`src/rtl/eyeriss_arith_pkg.sv`:
```
// Shared arithmetic definitions for the PE datapath: default width, divider
// state encoding and signed saturation constants.
package eyeriss_arith_pkg;

    localparam int DATA_W_DEF = 16;

    typedef enum logic [1:0] {
        ST_IDLE = 2'd0,
        ST_RUN  = 2'd1,
        ST_FIX  = 2'd2,
        ST_DONE = 2'd3
    } div_state_t;

    localparam logic [DATA_W_DEF-1:0] SAT_POS = {1'b0, {(DATA_W_DEF-1){1'b1}}};
    localparam logic [DATA_W_DEF-1:0] SAT_NEG = {1'b1, {(DATA_W_DEF-1){1'b0}}};

endpackage

```
`src/rtl/div_restore_step.sv`:
```
// One combinational restoring-division iteration on unsigned magnitudes.
module div_restore_step #(
    parameter int DATA_W = 16
) (
    input  logic [DATA_W-1:0] prem,
    input  logic              bit_in,
    input  logic [DATA_W-1:0] dvs_mag,
    output logic [DATA_W-1:0] prem_next,
    output logic              q_bit
);

    logic [DATA_W:0] shifted;
    logic [DATA_W:0] dvs_ext;

    assign shifted   = {prem, bit_in};
    assign dvs_ext   = {1'b0, dvs_mag};
    assign q_bit     = (shifted >= dvs_ext);
    assign prem_next = q_bit ? DATA_W'(shifted - dvs_ext) : shifted[DATA_W-1:0];

endmodule

```
`src/rtl/seq_div_time.sv`:
```
// Multi-cycle signed 2W/W restoring divider (inverse of booth_time).
// Define SEQ_DIV_EARLY_EXIT_EN to skip the iteration loop for divide-by-zero and pre-overflow.
module seq_div_time
    import eyeriss_arith_pkg::*;
#(
    parameter int DATA_W = DATA_W_DEF
) (
    input  logic                  clk,
    input  logic                  rstn,
    input  logic                  vld_in,
    input  logic [2*DATA_W-1:0]   dividend,
    input  logic [DATA_W-1:0]     divisor,
    output logic [DATA_W-1:0]     quotient,
    output logic [DATA_W-1:0]     remainder,
    output logic                  done,
    output logic                  busy,
    output logic                  ovf,
    output logic                  dz
);

    localparam int CNT_W = (DATA_W > 2) ? $clog2(DATA_W) : 1;
    localparam logic [CNT_W-1:0] CNT_LAST = CNT_W'(DATA_W - 1);

    function automatic logic [DATA_W-1:0] sat_val(input logic neg);
        return neg ? {1'b1, {(DATA_W-1){1'b0}}} : {1'b0, {(DATA_W-1){1'b1}}};
    endfunction

    function automatic logic [DATA_W-1:0] apply_sign(input logic [DATA_W-1:0] mag, input logic neg);
        return neg ? (~mag + 1'b1) : mag;
    endfunction

    div_state_t state, state_nxt;

    logic [CNT_W-1:0]    cnt;
    logic [DATA_W-1:0]   prem;
    logic [DATA_W-1:0]   lo_q;      // low dividend bits shift out of the top, quotient bits in at the bottom
    logic [DATA_W-1:0]   dvs_mag;
    logic                sign_q, sign_r, pre_ovf, dz_flag;

    logic                accept;
    logic [2*DATA_W-1:0] dvd_abs;
    logic [DATA_W-1:0]   dvs_abs;
    logic                dz_now, pre_ovf_now;
    logic [DATA_W-1:0]   prem_nxt;
    logic                q_bit;
    logic                post_ovf;

    assign accept      = (state == ST_IDLE) && vld_in;
    assign dvd_abs     = dividend[2*DATA_W-1] ? (~dividend + 1'b1) : dividend;
    assign dvs_abs     = divisor[DATA_W-1] ? (~divisor + 1'b1) : divisor;
    assign dz_now      = (divisor == '0);
    assign pre_ovf_now = (dvd_abs[2*DATA_W-1:DATA_W] >= dvs_abs);

    // Negative results may reach magnitude 2^(W-1); positive ones must stay below it.
    assign post_ovf = lo_q[DATA_W-1] & (~sign_q | (|lo_q[DATA_W-2:0]));

    assign done = (state == ST_DONE);
    assign busy = (state != ST_IDLE);

    div_restore_step #(.DATA_W(DATA_W)) u_step (
        .prem      (prem),
        .bit_in    (lo_q[DATA_W-1]),
        .dvs_mag   (dvs_mag),
        .prem_next (prem_nxt),
        .q_bit     (q_bit)
    );

    always_ff @(posedge clk or negedge rstn) begin
        if (!rstn) state <= ST_IDLE;
        else       state <= state_nxt;
    end

    always_comb begin
        state_nxt = state;
        case (state)
            ST_IDLE: begin
                if (vld_in) begin
`ifdef SEQ_DIV_EARLY_EXIT_EN
                    state_nxt = (dz_now || pre_ovf_now) ? ST_FIX : ST_RUN;
`else
                    state_nxt = ST_RUN;
`endif
                end
            end
            ST_RUN:  if (cnt == CNT_LAST) state_nxt = ST_FIX;
            ST_FIX:  state_nxt = ST_DONE;
            ST_DONE: state_nxt = ST_IDLE;
            default: state_nxt = ST_IDLE;
        endcase
    end

    always_ff @(posedge clk or negedge rstn) begin
        if (!rstn) begin
            cnt       <= '0;
            prem      <= '0;
            lo_q      <= '0;
            dvs_mag   <= '0;
            sign_q    <= 1'b0;
            sign_r    <= 1'b0;
            pre_ovf   <= 1'b0;
            dz_flag   <= 1'b0;
            quotient  <= '0;
            remainder <= '0;
            ovf       <= 1'b0;
            dz        <= 1'b0;
        end else begin
            if (accept) begin
                cnt     <= '0;
                prem    <= dvd_abs[2*DATA_W-1:DATA_W];
                lo_q    <= dvd_abs[DATA_W-1:0];
                dvs_mag <= dvs_abs;
                sign_q  <= dividend[2*DATA_W-1] ^ divisor[DATA_W-1];
                sign_r  <= dividend[2*DATA_W-1];
                pre_ovf <= pre_ovf_now;
                dz_flag <= dz_now;
            end else if (state == ST_RUN) begin
                cnt  <= cnt + 1'b1;
                prem <= prem_nxt;
                lo_q <= {lo_q[DATA_W-2:0], q_bit};
            end

            if (state == ST_FIX) begin
                if (dz_flag) begin
                    quotient  <= sat_val(sign_r);
                    remainder <= '0;
                    ovf       <= 1'b0;
                    dz        <= 1'b1;
                end else if (pre_ovf || post_ovf) begin
                    quotient  <= sat_val(sign_q);
                    remainder <= '0;
                    ovf       <= 1'b1;
                    dz        <= 1'b0;
                end else begin
                    quotient  <= apply_sign(lo_q, sign_q);
                    remainder <= apply_sign(prem, sign_r);
                    ovf       <= 1'b0;
                    dz        <= 1'b0;
                end
            end
        end
    end

endmodule

```
`config.mk`:
```
export PLATFORM = sky130hd
export DESIGN_NAME = seq_div_time
export DESIGN_NICKNAME = d
export VERILOG_FILES = /design/src/rtl/eyeriss_arith_pkg.sv /design/src/rtl/div_restore_step.sv /design/src/rtl/seq_div_time.sv
export SDC_FILE = /design/constraint.sdc
export NUM_CORES = 1
export LEC_CHECK = 0
export CAP_MARGIN = 10
export CORE_ASPECT_RATIO = 1.1
export CORE_MARGIN = 2
export CORE_UTILIZATION = 30
export CTS_CLUSTER_SIZE = 40
export DETAILED_ROUTE_END_ITERATION = 10
export GPL_ROUTABILITY_DRIVEN = 0
export PLACE_DENSITY = 0.55
export RECOVER_POWER = 50
export SLEW_MARGIN = 20
export SYNTH_ARGS = -nofsm -noshare
export SYNTH_HDL_FRONTEND = slang
export SYNTH_SLANG_ARGS = --single-unit
export TNS_END_PERCENT = 5
```
`constraint.sdc`:
```
create_clock -name clk -period 3.72 [get_ports clk]
set_clock_uncertainty 0.05 [all_clocks]
set_input_delay 0.744 -clock clk [delete_from_list [all_inputs] [get_ports clk]]
set_output_delay 0.744 -clock clk [all_outputs]
set_load 0.02 [all_outputs]
```
======== Yosys cells after proc, flatten, opt, wreduce, memory -nomap -nowiden ========
Cells that the tools add are included.
operators by class
  add/sub/neg operators ................... 6
  equality and inequality tests ........... 6
  magnitude comparators ................... 2
  muxes and demuxes ....................... 23
  bitwise logic cells ..................... 8
  reduce and logical (&&, ||, !) cells .... 8
operators with widths
  cell                                                                    count
  16-bit two-way mux                                                      14
  16-bit by 1-bit adder with 16-bit output (second input constant)        3
  16-bit inverter                                                         3
  32-bit by 1-bit adder with 32-bit output (second input constant)        1
  32-bit two-way mux                                                      1
  32-bit inverter                                                         1
  17-bit by 16-bit >= comparator with 1-bit output                        1
  16-bit >= comparator                                                    1
  16-bit logical NOT                                                      1
  16-bit subtractor                                                       1
  15-bit OR reduction                                                     1
  4-bit two-way mux                                                       2
  2-bit one-hot mux with 4 select lines                                   1
  4-bit by 1-bit adder with 4-bit output (second input constant)          1
  2-bit equality test (second input constant)                             2
  4-bit equality test (second input constant)                             1
  2-bit two-way mux                                                       2
  2-bit inequality test (second input constant)                           2
  2-bit nonzero test                                                      2
  1-bit two-way mux                                                       3
  2-bit by 1-bit equality test with 1-bit output (second input constant)  1
  2-bit logical NOT                                                       1
  2-bit AND reduction                                                     1
  1-bit AND                                                               1
  other kinds (5)                                                         5
word-level totals
  register bits ........................... 92
  word-level logic and storage cells ...... 66
  input port bits ......................... 51
  output and inout port bits .............. 36

======== Depth between registers and ports, before layout ========
  word-level depth ........................ 6
  depth in mapped cells ................... 14
  gate-level depth less buffers ........... 14

======== Modules after synthesis ========
From an unflattened synthesis, not the netlist that was laid out.
unflattened totals
  cell total of the unflattened synthesis .. 802
  area, all modules ....................... 7,088.0 µm²
modules (own cells, without submodules)
  module            sequential area each (µm²)  times used  cells an instance  area each (µm²)
  seq_div_time      2,302.2                     1           646                5,923.2
  div_restore_step  0.0                         1           156                1,164.9

======== Worst setup path after synthesis ========
No wires, ideal clock.
  path type ............................... input to register
  start ................................... input port divisor[5]
  end ..................................... register pre_ovf
  data arrival time ....................... 3.400 ns
  stages .................................. 13
  required time ........................... 3.541 ns
  library setup time ...................... 0.129 ns
  path buffers ............................ 0
  setup slack ............................. 0.141 ns
  path through ............................ nor4_1 > nand2b_1 > or3b_2 > or2_2 > o21ai_0 > xor2_1 > ha_1 > nor2b_1 > o21ai_0 > nand2_1 > a2111oi_0 > or3_1 > a31oi_1
between the ends
  cells in the longest elaborated chain, start to end .. 4
RTL lines
  element                                   RTL line             text
  from (decl)                               seq_div_time.sv:12   input logic [DATA_W-1:0] divisor,
  16-bit inverter                           seq_div_time.sv:50   assign dvs_abs = divisor[DATA_W-1] ? (~divisor + 1'b1) : divisor;
  16-bit by 1-bit adder with 16-bit output  seq_div_time.sv:50
  16-bit two-way mux (*)                    seq_div_time.sv:50
  16-bit >= comparator (*)                  seq_div_time.sv:52   assign pre_ovf_now = (dvd_abs[2*DATA_W-1:DATA_W] >= dvs_abs);
  to (signal assigned)                      seq_div_time.sv:114  pre_ovf <= pre_ovf_now;
  to (decl)                                 seq_div_time.sv:38   logic sign_q, sign_r, pre_ovf, dz_flag;
Mark *: on every way between the ends. The rest lies on a longest branch, timed or not.
A chain may end at the register's enable or synchronous reset.

======== Final worst setup path ========
  start ................................... input port dividend[15]
  end ..................................... register pre_ovf
between the ends
  cells in the longest elaborated chain, start to end .. 4
RTL lines
  element                                   RTL line            text
  from (decl)                               seq_div_time.sv:11  input logic [2*DATA_W-1:0] dividend,
  32-bit inverter                           seq_div_time.sv:49  assign dvd_abs = dividend[2*DATA_W-1] ? (~dividend + 1'b1) : dividend;
  32-bit by 1-bit adder with 32-bit output  seq_div_time.sv:49
  32-bit two-way mux                        seq_div_time.sv:49
  16-bit >= comparator                      seq_div_time.sv:52
Every way passes these cells.

==> tab_implementation.tex <==
\begin{tabular}{lr}
\hline
Metric & Value \\
\hline
\multicolumn{2}{l}{\textbf{Floorplanning}} \\
\quad Die span in y & 161 um \\
\quad Number of placement rows & 57 \\
\quad Horizontal die dimension & 147 um \\
\quad IO Pins & 87 \\
\quad Initial Utilization & 30.6\% \\
\quad Placeable core region & 22100 um2 \\
\quad Die outline area & 23800 um2 \\
\multicolumn{2}{l}{\textbf{Logic synthesis}} \\
\quad Syn nets & 888 \\
\quad Post-Synthesis Mean Instance Area & 8.52 um2 \\
\quad Total standard cell area after synthesis & 6760 um2 \\
\quad Gate count after technology mapping & 794 \\
\quad Warning count from the yosys run & 0 \\
\quad Ys flop type & sky130\_fd\_sc\_hd\_\_dfrtp\_1 \\
\quad Async set-or-reset flop fraction in the synthesized netlist & 100\% \\
\quad Number of enable flip-flop cells after synthesis & 0 \\
\quad Sequential area share after synthesis & 34.0\% \\
\quad Count of different cell masters after synthesis & 60 \\
\quad Post-synthesis sequential element count & 92 \\
\multicolumn{2}{l}{\textbf{Routing}} \\
\quad Post-detailed-route via-to-cell ratio & 4.84 \\
\quad Total number of vias & 6031 \\
\quad Total routed wirelength & 18.4 mm \\
\quad Post-route ant nets & 0 \\
\quad Initial DRT Pass Iterations & 4 \\
\quad Wire length per cell & 14.8 um \\
\quad Remaining design rule violation count & 0 \\
\quad Iteration-0 DRC count of the detailed router & 342 \\
\multicolumn{2}{l}{\textbf{Clocking}} \\
\quad CTS tree & yes \\
\quad Cell at the root of the clock tree & sky130\_fd\_sc\_hd\_\_clkbuf\_16 \\
\quad Htree depth & 3 \\
\quad CTS sink cnt & 92 \\
\quad Clock-pin slew on the worst setup and hold paths & 0.06 ns \\
\quad Clock network latency to the later pin of the worst-skew pair & 0.35 ns \\
\quad Post-CTS Hold Fix Bufs & 0 \\
\quad Total CTS buffers & 9 \\
\quad Maximum number of buffers from clock root to sink & 2 \\
\multicolumn{2}{l}{\textbf{Timing}} \\
\quad Max Transition Viols Final & 81 \\
\quad Number of endpoints with negative hold slack in the final report & 0 \\
\quad Portion of the clock cycle consumed by the worst path in the final layout & 93.9\% \\
\quad Number of setup violations in the final report & 0 \\
\quad Achievable Freq & 286 MHz \\
\quad Transition at the pin with the smallest max-transition slack & 2.26 ns \\
\quad Worst slew margin & -50.7\% \\
\quad Tmin final & 3.49 ns \\
\quad Setup total negative slack & 0 ns \\
\multicolumn{2}{l}{\textbf{Global route}} \\
\quad Via count of the first global-routing pass & 5875 \\
\quad Wire length of the first global-routing pass & 30.3 mm \\
\quad Initial antenna violation count & 0 \\
\quad Pin count of the biggest net entering global routing & 53 \\
\quad Global Route Usage Sum & 15.6\% \\
\quad Remaining global-route overflow & 0 \\
\multicolumn{2}{l}{\textbf{Critical path}} \\
\quad Startpoint class of the critical path & input pin \\
\quad Critical path cell sequence & dlymetal6s2s\_1, or4\_4, nor4\_4, nand3\_2, o41ai\_2, xnor2\_1, ha\_1, a21oi\_2, nor2b\_1, o21ai\_1, nand2\_1, a2111oi\_2, or3\_1, a31oi\_1 \\
\quad Count of buffer and inverter cells on the critical path & 1 \\
\quad Family with the most delay on the worst path & simple AND/OR/NAND/NOR gates \\
\quad Critical path's largest stage delay & 0.56 ns \\
\quad Req. time, crit path & 3.90 ns \\
\quad Slowest cell on the critical path & sky130\_fd\_sc\_hd\_\_or4\_4 \\
\quad Max FO, Critical Path & 2 \\
\quad Critical Path AT & 3.67 ns \\
\quad Critical Path End Type & register \\
\quad Setup Crit Path Kind & in -> reg \\
\multicolumn{2}{l}{\textbf{Placement}} \\
\quad Cell Count Post-Placement & 1225 \\
\quad Half-perimeter wire length after detailed placement & 14.2 mm \\
\quad Number of I/O port buffers & 86 \\
\multicolumn{2}{l}{\textbf{Power}} \\
\quad Power per standard cell area & 795 nW/um2 \\
\quad Leakage power summed over all cells & 0.00398 uW \\
\quad Worst IR Drop VDD & 286 uV \\
\multicolumn{2}{l}{\textbf{Min path}} \\
\quad Tightest Hold Check Type & reg -> reg \\
\multicolumn{2}{l}{\textbf{Final layout}} \\
\quad Area growth from synthesis to layout & 33.7\% \\
\quad Fill count & 2293 \\
\quad Non-filler cells, final & 1245 \\
\quad Total area of multi-input combinational cells & 4180 um2 \\
\quad Most frequent standard cell in the layout excluding fill and tap cells & sky130\_fd\_sc\_hd\_\_dfrtp\_1 \\
\quad Commonest cells after routing, fill and taps aside & sky130\_fd\_sc\_hd\_\_dfrtp\_1, sky130\_fd\_sc\_hd\_\_nand2\_1, sky130\_fd\_sc\_hd\_\_buf\_4, sky130\_fd\_sc\_hd\_\_o21ai\_0, sky130\_fd\_sc\_hd\_\_clkdlybuf4s50\_1 \\
\quad Antenna diode instance count & 0 \\
\quad Fraction of final layout cells sized beyond drive strength 1 & 14.7\% \\
\quad Area of all sequential standard cells & 2300 um2 \\
\quad Total Nets Final & 1039 \\
\multicolumn{2}{l}{\textbf{Run}} \\
\quad Max capacitance violation total & 2 \\
\multicolumn{2}{l}{\textbf{Outcome}} \\
\quad Violated checks & capacitance limit, slew limit \\
\quad Result of the run & finished with violations \\
\hline
\end{tabular}
## worst min-delay path: stages (launching register included)
cell	delay [ns]
sky130_fd_sc_hd__dfrtp_1	0.34
sky130_fd_sc_hd__nand2_1	0.05
sky130_fd_sc_hd__o21ai_0	0.06
## registers in the layout (all words and copies together) (netlist names)
name       cells
sign_r         1
dz             1
state          2
sign_q         1
quotient      16
lo_q          16
dz_flag        1
ovf            1
cnt            4
dvs_mag       16
pre_ovf        1
remainder     16
prem          16
## synthesized netlist by cell type (8+ instances only)
cell type	n	share of area (%)
sky130_fd_sc_hd__inv_1	63	3.5
sky130_fd_sc_hd__mux2i_1	28	4.1
sky130_fd_sc_hd__clkbuf_1	35	1.9
sky130_fd_sc_hd__a21oi_1	35	2.6
sky130_fd_sc_hd__ha_1	42	7.8
sky130_fd_sc_hd__nand2b_1	10	0.93
sky130_fd_sc_hd__o21ai_0	78	5.8
sky130_fd_sc_hd__nand3_1	8	0.59
sky130_fd_sc_hd__o22ai_1	27	2.5
sky130_fd_sc_hd__xnor2_1	42	5.4
sky130_fd_sc_hd__or4_1	10	1.1
sky130_fd_sc_hd__dfrtp_1	92	34
sky130_fd_sc_hd__nand2_1	89	4.9
sky130_fd_sc_hd__o41ai_1	10	1.3
sky130_fd_sc_hd__nor4_1	8	0.74
sky130_fd_sc_hd__o31ai_1	21	2.3
sky130_fd_sc_hd__xor2_1	44	5.7
sky130_fd_sc_hd__nor2b_1	11	1.0
sky130_fd_sc_hd__o221ai_1	14	1.8
sky130_fd_sc_hd__nor2_1	45	2.5
sky130_fd_sc_hd__nor3_1	9	0.67
## final timing paths
path	from	to	slack, ns	cells past startpoint
max in group asynchronous	rstn	prem[3]	0.96	2
hold reg to reg	dvs_mag[3]	dvs_mag[3]	0.43	2
setup reg to reg	prem[2]	prem[0]	0.71	9
setup / recovery	dividend[15]	pre_ovf	0.23	14
min in group asynchronous	rstn	lo_q[6]	1.01	1
hold / removal	dvs_mag[3]	dvs_mag[3]	0.43	2
## area by class of cell
cell class	count	area share [%]
inverters	63	2.61
flip-flops and latches	92	25.5
clock buffers	11	2.79
repair buffers	183	17.6
multi-input cells	596	46.3
well taps	295	4.08
clock inverters	5	1.18
## per-layer routing
metal  routed length [um]  track usage, %  vias up
met5                    0               0        -
met4                  187            3.80        0
met3                  674            2.15       12
met2                 8290            24.6      104
met1                 9220            22.5     2796
li1                     -               -     3119
## through the flow
| step | area (um2) | setup WS (ns) | total power, uW | hold WS [ns] | util, % |
|---|---|---|---|---|---|
| finish | 9040 | 0.228 | 7190 | 0.432 | 40.9 |
| global route | 9040 | -0.0171 | 7820 | 0.449 | 40.9 |
| CTS | 8920 | 0.00608 | 7220 | 0.337 | 40.4 |
| detailed placement | 8520 | -0.462 | 6090 | 0.421 | 38.5 |
| global placement | 8520 | -0.448 | 6050 | 0.412 | 38.5 |
| floorplan | 6760 | 0.141 | 4860 | 0.398 | - |
## power by group
group	internal, uW	leakage, uW	total, uW	switching [uW]
Sequential	1460	0.00113	1980	525
Clock	696	0.000172	1100	400
Combinational	1870	0.00267	4110	2230
## cell families after synthesis
family	Yosys count	share of synthesized area [%]
adders and majority gates	43	8.07
buffers and inverters	106	6.01
muxes	31	4.64
and+or+nand+nor	213	15.0
AOI/OAI and AO/OA	223	21.1
xor gates and xnor gates	86	11.1
DFF	92	34.0
## timing repair
item | CTS | global route
buffers inserted | 1 | 3
pin swaps | 1 | 25
setup endpoints to repair | 1 | 1
resized for setup | 7 | 36
Note: power is estimated with default switching activity, not from simulation.
